[src/rtl/muldiv_pkg.sv]
// Shared encodings for the iterative multiply/divide sequencer.
package muldiv_pkg;

    localparam logic [1:0] OP_MULT  = 2'b00;
    localparam logic [1:0] OP_MULTU = 2'b01;
    localparam logic [1:0] OP_DIV   = 2'b10;
    localparam logic [1:0] OP_DIVU  = 2'b11;

    typedef enum logic [2:0] {
        S_IDLE  = 3'd0,
        S_PREP  = 3'd1,
        S_RUN   = 3'd2,
        S_FIXUP = 3'd3,
        S_DONE  = 3'd4
    } state_e;

    // Divide ops have op[1] set; signed ops have op[0] clear.
    function automatic logic op_is_div(input logic [1:0] op);
        return op[1];
    endfunction

    function automatic logic op_is_signed(input logic [1:0] op);
        return ~op[0];
    endfunction

endpackage

[src/rtl/muldiv_step.sv]
// One iteration of shift-add multiply or restoring divide.
// Multiply: {acc,q} holds {partial product, remaining multiplier bits}; shifts right.
// Divide:   {acc,q} holds {partial remainder, dividend/quotient bits}; shifts left.
module muldiv_step #(
    parameter int WIDTH = 32
) (
    input  logic [WIDTH-1:0] acc,
    input  logic [WIDTH-1:0] q,
    input  logic [WIDTH-1:0] opnd,
    input  logic             is_div,
    output logic [WIDTH-1:0] acc_next,
    output logic [WIDTH-1:0] q_next
);

    logic [WIDTH:0]   sum;
    logic [WIDTH:0]   rem;
    logic [WIDTH-1:0] diff;

    // Single combinational step; the shifted remainder needs one extra bit for the compare.
    always_comb begin
        sum      = {1'b0, acc} + {1'b0, opnd};
        rem      = {acc, q[WIDTH-1]};
        diff     = rem[WIDTH-1:0] - opnd;
        acc_next = acc;
        q_next   = q;
        if (is_div) begin
            if (rem >= {1'b0, opnd}) begin
                acc_next = diff;
                q_next   = {q[WIDTH-2:0], 1'b1};
            end else begin
                acc_next = rem[WIDTH-1:0];
                q_next   = {q[WIDTH-2:0], 1'b0};
            end
        end else if (q[0]) begin
            {acc_next, q_next} = {sum, q[WIDTH-1:1]};
        end else begin
            {acc_next, q_next} = {1'b0, acc, q[WIDTH-1:1]};
        end
    end

endmodule

[src/rtl/muldiv_sequencer.sv]
// Sequences the shared iterative mul/div unit and owns HI/LO.
// Handshake: an op is accepted on a rising edge where start=1, flush=0 and the unit is
// in IDLE or DONE (stall=0); while busy, start is held and stall stays high.
module muldiv_sequencer
    import muldiv_pkg::*;
#(
    parameter int WIDTH = 32,
    parameter int CNT_W = 6
) (
    input  logic             clk,
    input  logic             rst_n,
    input  logic             start,
    input  logic [1:0]       op,
    input  logic [WIDTH-1:0] rs_val,
    input  logic [WIDTH-1:0] rt_val,
    input  logic             flush,
    input  logic             mf_req,
    output logic             busy,
    output logic             stall,
    output logic             done,
    output logic             div_zero,
    output logic [WIDTH-1:0] hi_out,
    output logic [WIDTH-1:0] lo_out,
    output state_e           dbg_state
);

    state_e             state_q, state_d;
    logic [CNT_W-1:0]   cnt_q, cnt_d;
    logic [1:0]         op_q, op_d;
    logic [WIDTH-1:0]   acc_q, acc_d;
    logic [WIDTH-1:0]   q_q, q_d;
    logic [WIDTH-1:0]   opnd_q, opnd_d;
    logic               neg_q_q, neg_q_d;     // product / quotient is negative
    logic               neg_rem_q, neg_rem_d; // remainder is negative
    logic               dz_q, dz_d;
    logic [WIDTH-1:0]   hi_q, hi_d;
    logic [WIDTH-1:0]   lo_q, lo_d;

    logic [WIDTH-1:0]   step_acc, step_q;
    logic [2*WIDTH-1:0] prod;
    logic               is_div, is_signed;

    assign is_div    = op_is_div(op_q);
    assign is_signed = op_is_signed(op_q);

    muldiv_step #(.WIDTH(WIDTH)) u_step (
        .acc      (acc_q),
        .q        (q_q),
        .opnd     (opnd_q),
        .is_div   (is_div),
        .acc_next (step_acc),
        .q_next   (step_q)
    );

    assign busy      = (state_q == S_PREP) || (state_q == S_RUN) || (state_q == S_FIXUP);
    assign stall     = busy & (start | mf_req);
    assign done      = (state_q == S_DONE);
    assign div_zero  = done & dz_q;
    assign hi_out    = hi_q;
    assign lo_out    = lo_q;
    assign dbg_state = state_q;

    // Next-state, datapath loading and HI/LO commit.
    always_comb begin
        state_d   = state_q;
        cnt_d     = cnt_q;
        op_d      = op_q;
        acc_d     = acc_q;
        q_d       = q_q;
        opnd_d    = opnd_q;
        neg_q_d   = neg_q_q;
        neg_rem_d = neg_rem_q;
        dz_d      = dz_q;
        hi_d      = hi_q;
        lo_d      = lo_q;
        prod      = {acc_q, q_q};
        case (state_q)
            S_IDLE, S_DONE: begin
                state_d = S_IDLE;
                if (start && !flush) begin
                    state_d = S_PREP;
                    op_d    = op;
                    // q carries the dividend or the multiplier; opnd the divisor or multiplicand.
                    q_d     = op_is_div(op) ? rs_val : rt_val;
                    opnd_d  = op_is_div(op) ? rt_val : rs_val;
                end
            end
            S_PREP: begin
                neg_q_d   = is_signed & (q_q[WIDTH-1] ^ opnd_q[WIDTH-1]);
                neg_rem_d = is_signed & is_div & q_q[WIDTH-1];
                q_d       = (is_signed && q_q[WIDTH-1]) ? -q_q : q_q;
                opnd_d    = (is_signed && opnd_q[WIDTH-1]) ? -opnd_q : opnd_q;
                dz_d      = is_div & (opnd_q == '0);
                acc_d     = '0;
                cnt_d     = '0;
                state_d   = S_RUN;
            end
            S_RUN: begin
                acc_d = step_acc;
                q_d   = step_q;
                cnt_d = cnt_q + 1'b1;
                if (cnt_q == CNT_W'(WIDTH - 1)) begin
                    state_d = S_FIXUP;
                end
            end
            S_FIXUP: begin
                state_d = S_DONE;
                if (!dz_q) begin
                    if (is_div) begin
                        lo_d = neg_q_q ? -q_q : q_q;
                        hi_d = neg_rem_q ? -acc_q : acc_q;
                    end else begin
                        prod = neg_q_q ? ((2 * WIDTH)'(0) - {acc_q, q_q}) : {acc_q, q_q};
                        hi_d = prod[2*WIDTH-1:WIDTH];
                        lo_d = prod[WIDTH-1:0];
                    end
                end
            end
            default: state_d = S_IDLE;
        endcase
        // Squash wins over any in-flight work, including the FIXUP commit.
        if (flush && busy) begin
            state_d = S_IDLE;
            hi_d    = hi_q;
            lo_d    = lo_q;
        end
    end

    // State and datapath registers, cleared asynchronously.
    always_ff @(posedge clk or negedge rst_n) begin
        if (!rst_n) begin
            state_q   <= S_IDLE;
            cnt_q     <= '0;
            op_q      <= '0;
            acc_q     <= '0;
            q_q       <= '0;
            opnd_q    <= '0;
            neg_q_q   <= 1'b0;
            neg_rem_q <= 1'b0;
            dz_q      <= 1'b0;
            hi_q      <= '0;
            lo_q      <= '0;
        end else begin
            state_q   <= state_d;
            cnt_q     <= cnt_d;
            op_q      <= op_d;
            acc_q     <= acc_d;
            q_q       <= q_d;
            opnd_q    <= opnd_d;
            neg_q_q   <= neg_q_d;
            neg_rem_q <= neg_rem_d;
            dz_q      <= dz_d;
            hi_q      <= hi_d;
            lo_q      <= lo_d;
        end
    end

endmodule
[config.mk]
export PLATFORM = sky130hd
export DESIGN_NAME = muldiv_sequencer
export DESIGN_NICKNAME = d
export VERILOG_FILES = /design/src/rtl/muldiv_pkg.sv /design/src/rtl/muldiv_step.sv /design/src/rtl/muldiv_sequencer.sv
export SDC_FILE = /design/constraint.sdc
export NUM_CORES = 1
export LEC_CHECK = 0
export CELL_PAD_IN_SITES_DETAIL_PLACEMENT = 1
export CELL_PAD_IN_SITES_GLOBAL_PLACEMENT = 2
export CORE_ASPECT_RATIO = 1.5
export CORE_MARGIN = 4
export CORE_UTILIZATION = 31
export DETAILED_ROUTE_END_ITERATION = 12
export PLACE_DENSITY = 0.78
export SLEW_MARGIN = 20
export SYNTH_ARGS = -nofsm -noshare
export SYNTH_HDL_FRONTEND = slang
export SYNTH_SLANG_ARGS = --single-unit
[constraint.sdc]
create_clock -name clk -period 4.1 [get_ports clk]
set_input_delay 1.025 -clock clk [delete_from_list [all_inputs] [get_ports clk]]
set_output_delay 1.025 -clock clk [all_outputs]
set_load 0.02 [all_outputs]
==> After elaboration in Yosys (flattened, before gate mapping) <==
Cells that the tools add are included.
{ "word_totals": {"elab_cells": 81, "ff_bits": 174} }
{ "op_classes": {"n_mux": 25, "n_addsub": 7, "n_eq_ne": 9, "reduce_logical": 17, "order_cmp": 1, "n_bitwise": 11} }
{ "ops": {"columns": ["cell", "n"], "rows": [
  ["$mux 32", 15],
  ["$pmux 32 s2", 2],
  ["$neg 32->32", 3],
  ["$pmux 32 s3", 1],
  ["$mux 64", 1],
  ["$sub 1x64->64 const A", 1],
  ["$add 32x32->33", 1],
  ["$ge 33x32->1", 1],
  ["$logic_not 32->1", 1],
  ["$sub 32x32->32", 1],
  ["$pmux 3 s4", 1],
  ["$pmux 6 s2", 1],
  ["$reduce_and 3->1", 3],
  ["$add 6x1->6 const B", 1],
  ["$and 1x1->1", 6],
  ["$eq 3x2->1 const B", 2],
  ["$eq 6x5->1 const B", 1],
  ["$mux 3", 2],
  ["$logic_and 1x1->1", 4],
  ["$ne 2x1->1 const B", 2],
  ["$reduce_bool 2->1", 2],
  ["$eq 3x1->1 const B", 1],
  ["$eq 3x3->1 const B", 1],
  ["$logic_not 3->1", 1],
  ["other kinds (11)", 15]
]} }

==> Logic depth before layout (Yosys ltp) <==
{ "logic_depth": {"ltp_word": 6, "ltp_mapped": 14, "mapped_depth_nobuf": 13} }

==> By module <==
From an unflattened synthesis, not the netlist that was laid out.
{ "unflattened": {"hier_cells": 1931, "area_unflattened_um2": 15347.2} }
{ "modules_own_cells": {"columns": ["mod", "seq_area_each_um2", "cells_per_inst", "area_each_um2", "instances"], "rows": [
  ["muldiv_sequencer", 4354.2, 1179, 10227.3, 1],
  ["muldiv_step", 0.0, 752, 5119.9, 1]
]} }

==> Worst setup path after synthesis <==
OpenSTA, ideal clock, no wires.
{ "synth_timing": {"path_type": "register to register", "startpoint": "register q_q[0]", "endpoint": "register lo_q[16], in the netlist lo_out[16]", "setup_time_ns": 0.130, "required_time_ns": 3.970, "stages_incl_launch_ff": 15, "setup_slack_ns": -0.006, "arrival_time_ns": 3.976, "synth_period_minus_slack_ns": 4.106, "n_path_buf": 3, "cell_sequence": "dfrtp_1 -> clkbuf_1 -> inv_1 -> clkbuf_1 -> clkbuf_1 -> ha_1 -> or3b_4 -> or4b_4 -> or3_4 -> or3_4 -> or3_4 -> or3_4 -> nand2_2 -> xor2_1 -> o21ai_1"} }
{ "synth_between": {"elab_chain_len": 3, "elab_cells_between_ends": 5, "classes_between": "add/sub (2); mux (3)"} }
{ "synth_rtl": {"columns": ["item", "line", "source"], "rows": [
  ["from (decl)", "muldiv_sequencer.sv:31", "logic [WIDTH-1:0] q_q, q_d;"],
  ["from (signal assigned)", "muldiv_sequencer.sv:148", "q_q <= q_d;"],
  ["$sub 1x64->64 or $neg 32->32 (tied branches)", "muldiv_sequencer.sv:113, muldiv_sequencer.sv:110", null],
  ["$mux 64 or $mux 32 (tied branches)", "muldiv_sequencer.sv:113, muldiv_sequencer.sv:110", null],
  ["$mux 32 *", "muldiv_sequencer.sv:109", "if (is_div) begin"],
  ["to (signal assigned)", "muldiv_sequencer.sv:154", "lo_q <= lo_d;"],
  ["to (decl)", "muldiv_sequencer.sv:37", "logic [WIDTH-1:0] lo_q, lo_d;"]
]} }
Every way passes the cells marked *; elsewhere a longest branch is shown, timed or not.
A chain may end at the register's enable or synchronous reset.

==> Worst setup path after layout <==
{ "layout_timing": {"startpoint": "register acc_q[14]", "endpoint": "register acc_q[30]"} }
{ "layout_between": {"elab_chain_len": 4, "elab_cells_between_ends": 7, "classes_between": "add/sub (2); order compare (1); mux (4)"} }
{ "layout_rtl": {"columns": ["item", "line", "source"], "rows": [
  ["from (decl)", "muldiv_sequencer.sv:30", "logic [WIDTH-1:0] acc_q, acc_d;"],
  ["from (signal assigned)", "muldiv_sequencer.sv:135", "acc_q <= '0;"],
  ["from (signal assigned)", "muldiv_sequencer.sv:147", "acc_q <= acc_d;"],
  ["$add 32x32->33 (tied with other cells)", "muldiv_step.sv:21", "sum = {1'b0, acc} + {1'b0, opnd};"],
  ["$mux 32, on equally long branches", "muldiv_step.sv:34, muldiv_step.sv:27", null],
  ["$mux 32 *", "muldiv_step.sv:26", "if (is_div) begin"],
  ["$pmux 32 s2 *", "muldiv_sequencer.sv:77", "case (state_q)"]
]} }
Marks and branches as above.

==> results.md <==
- Run status: complete, no violations
- GRT Max-Usage Layer: met2
- Clk sinks: 174
- Core Region: 0.0468 mm2
- CTS tree: built
- Synth area leader: dfrtp_1
- Die Wd: 186 um
- Fill count: 5651
- Total power: 12300 uW
- Synth unique cells: 74
- Ys Warns: 0
- Lkg Pwr: 0.00751 uW
- Drt first pass iters: 5
- Share of layout cells above drive strength 1: 0.0750
- HP Class: flop to flop
- Crit Path Category: flop to flop
- Top_reg_cell synth: dfrtp_1
- PwrDens: 703 mW/mm2
- Placement Setup Slack: 0.454 ns
- Setup TNS Final: 0 ns
- Post-route DRC violation count: 0
- Final #Nets: 2116
- Slew headroom: 0.271
- Post-CTS Setup Inserts: 0
- Period utilisation layout: 0.902
- Max-cap violation count: 0
- Crit. End Element: flop
- Netlist Area Pre-Place: 0.0148 mm2
- First-iteration detailed-routing DRC count: 1008
- GR met2 Demand/Resource: 0.414
- Minimum clock period: 3.70 ns
- Routed Antenna Nets: 0
- Grt met3 use: 0.0243
- Post-detailed-route via-to-cell ratio: 5.82
- First-pass GRT wire length: 93100 um
- Met1 Resource Use GR: 0.274
- Chip height: 275 um
- Design area: 0.0175 mm2
- Initial antenna violation count: 0
- Post_cts resized: 0
- CTS buffer count: 17
- Largest net degree at the start of global routing: 122
- Post-Layout Cell Count: 2582
- Total track usage: 0.233
- Worst path required time: 4.48 ns
- Total gr overflow: 0
- Number of cells after detailed placement: 2550
- Part of the Yosys area used for sequential elements: 0.295
- Unrepaired setup endpoints after global routing: false
- Row count: 97
- Root Driver: clkbuf_16
- Crit path to: acc_q[30]$_DFFE_PN0N_
- Top-area cell type share of the netlist area: 0.295
- Worst R2R Path Depth: 11
- Final GP Congestion: 0.945
- DP HPWL: 46600 um
- Initial Util: 0.315
- H-tree levels: 4
- Mapped Avg Cell Area: 7.81 um2
- Port-buffer cells: 141
- Critical Path AT: 4.08 ns
- Routed WL: 60400 um
- DR vias: 15000
- Worst skew pair latency: 0.47 ns
- Worst setup margin: 0.401 ns
- Top post-synthesis cells by area: dfrtp_1 (30%), o21ai_0 (7.3%), ha_1 (5.8%)
- Top achievable clock speed: 270 MHz
- Crit Path Max Fanout: 6
- Synth Instances: 1890
- Final setup vio count: 0
- Setup crit start: acc_q[14]$_DFFE_PN0N_
- Clk_skew: 0.0192 ns
- Avg WL per Cell: 23.4 um
- CTS max path bufs: 2
- Cts hold-fix bufs: 0
- Tightest Pin Transition: 1.09 ns
- Syn nets: 2031
- Final hold violation count: 0
- Top Ports: 142
- FFs w/ async S/R, synth: 1.00
- Synthesized flop and latch total: 174
- Die ar.: 0.0512 mm2
- Cell Area, Placed: 0.0170 mm2
- Reg2Reg Setup Slack: 0.40 ns
- Area grow syn2layout: 18.8%
- R2r startpoint: acc_q[14]$_DFFE_PN0N_
- Max-slew violation count: 0
- Clock transition at path regs: 0.08 ns
- Max VDD drop: 0.365 mV
- Vias in the first global route: 15800
- Number of synthesized flops with an enable pin: 0
- Startpoint Class: flop
- Crit Reg-Reg Endpoint: acc_q[30]$_DFFE_PN0N_
[kinds of logic after synthesis]
group / synth area share
compound gates: 0.269
xor+xnor: 0.0641
fa+ha+maj: 0.0604
buf+inv: 0.0489
flops: 0.295
mux: 0.0768
simple gates: 0.186
[stage by stage]
| stage | hold WS (ns) | util |
|---|---|---|
| 2_1_floorplan | 0.454 | - |
| 3_3_place_gp | 0.463 | 0.362 |
| 3_5_place_dp | 0.471 | 0.362 |
| 4_1_cts | 0.491 | 0.374 |
| 5_1_grt | 0.512 | 0.374 |
| 6_report | 0.483 | 0.374 |
[worst min path at each step]
stage,start,to,slack [ns],depth (start not counted)
detailed placement,lo_out[8]$_DFFE_PN0P_,lo_out[8]$_DFFE_PN0P_,0.47,2
finish,lo_out[20]$_DFFE_PN0P_,lo_out[20]$_DFFE_PN0P_,0.48,2
global placement,lo_out[25]$_DFFE_PN0P_,lo_out[25]$_DFFE_PN0P_,0.46,2
floorplan,cnt_q[5]$_DFFE_PN0N_,cnt_q[5]$_DFFE_PN0N_,0.45,1
CTS,lo_out[8]$_DFFE_PN0P_,lo_out[8]$_DFFE_PN0P_,0.49,2
global route,lo_out[8]$_DFFE_PN0P_,lo_out[8]$_DFFE_PN0P_,0.51,2
[area by class of cell]
| cell class | count | area [um2] | area share |
|---|---|---|---|
| Multi-Input combinational cell | 1525 | 9730 | 0.555 |
| Sequential cell | 174 | 4360 | 0.249 |
| Timing Repair Buffer | 203 | 1920 | 0.109 |
| Tap cell | 594 | 743 | 0.0424 |
| Clock buffer | 17 | 425 | 0.0243 |
| Inverter | 54 | 203 | 0.0116 |
| Clock inverter | 14 | 149 | 0.00849 |
| Antenna cell | 1 | 2.50 | 0.000143 |
[synth_stat cells (5+ instances only)]
library cell / n
a211oi_1: 25
a21o_1: 40
a21oi_1: 161
a22o_1: 13
a22oi_1: 5
a31o_2: 6
a31oi_1: 32
a32o_1: 7
and3_1: 14
buf_1: 17
clkbuf_1: 118
dfrtp_1: 174
ha_1: 68
inv_1: 54
mux2_2: 26
mux2i_1: 84
nand2_1: 223
nand2b_1: 12
nand3_1: 35
nand4_1: 17
nor2_1: 138
nor2b_1: 14
nor3_1: 54
nor3b_1: 5
nor4_1: 16
o211ai_1: 14
o21a_1: 14
o21ai_0: 214
o21bai_1: 5
o22ai_1: 46
o311ai_0: 6
o31a_1: 6
o31ai_1: 10
o41ai_1: 5
or2_2: 5
or3_1: 20
or4_1: 7
xnor2_1: 54
xor2_1: 54
[layout by cell type (no fill, tap or decap), types with 16 or more instances in the layout]
cell type,netlist,final
dfrtp_1,174,173
xnor2_1,54,54
nor2_1,138,136
or3_1,20,20
buf_4,1,60
nand4_1,17,17
clkdlybuf4s50_1,0,139
o22ai_1,46,46
xor2_1,54,54
nand3_1,35,35
ha_1,68,68
nand2_1,223,223
mux2i_1,84,84
a21oi_1,161,161
nor4_1,16,16
mux2_2,26,26
inv_1,54,54
a211oi_1,25,25
clkbuf_16,0,17
o21ai_0,214,214
nor3_1,54,54
a21o_1,40,40
a31oi_1,32,30
[per-layer routing]
layer / share of wire / vias up
li1: - / 7062
met1: 0.41 / 7538
met2: 0.51 / 306
met3: 0.029 / 121
met4: 0.054 / 0
met5: 0 / -
[registers in the layout (all words and copies together), names as in the netlist]
signal / cells
cnt_q: 6
neg_q_q: 1
dz_q: 1
op_q: 2
acc_q: 32
dbg_state: 3
hi_out: 32
opnd_q: 32
neg_rem_q: 1
q_q: 32
lo_out: 32
[critical path, cell delays in order (launching register included)]
cell and delay, ns:
dfrtp_1 0.50, ha_1 0.43, a21oi_1 0.21, o21ai_0 0.28
a221oi_1 0.75, nand3b_1 0.17, o221ai_1 0.32, o21ai_0 0.17
buf_4 0.17, a311o_1 0.30, and3_1 0.15, a22oi_1 0.16
[report_power, final]
part	internal, uW	total [uW]	leakage, uW	switching [uW]
combinational	2970	7500	0.00498	4520
sequential	2290	3160	0.00225	863
clock	808	1660	0.000282	856
Power figures use the tool's default switching activity.
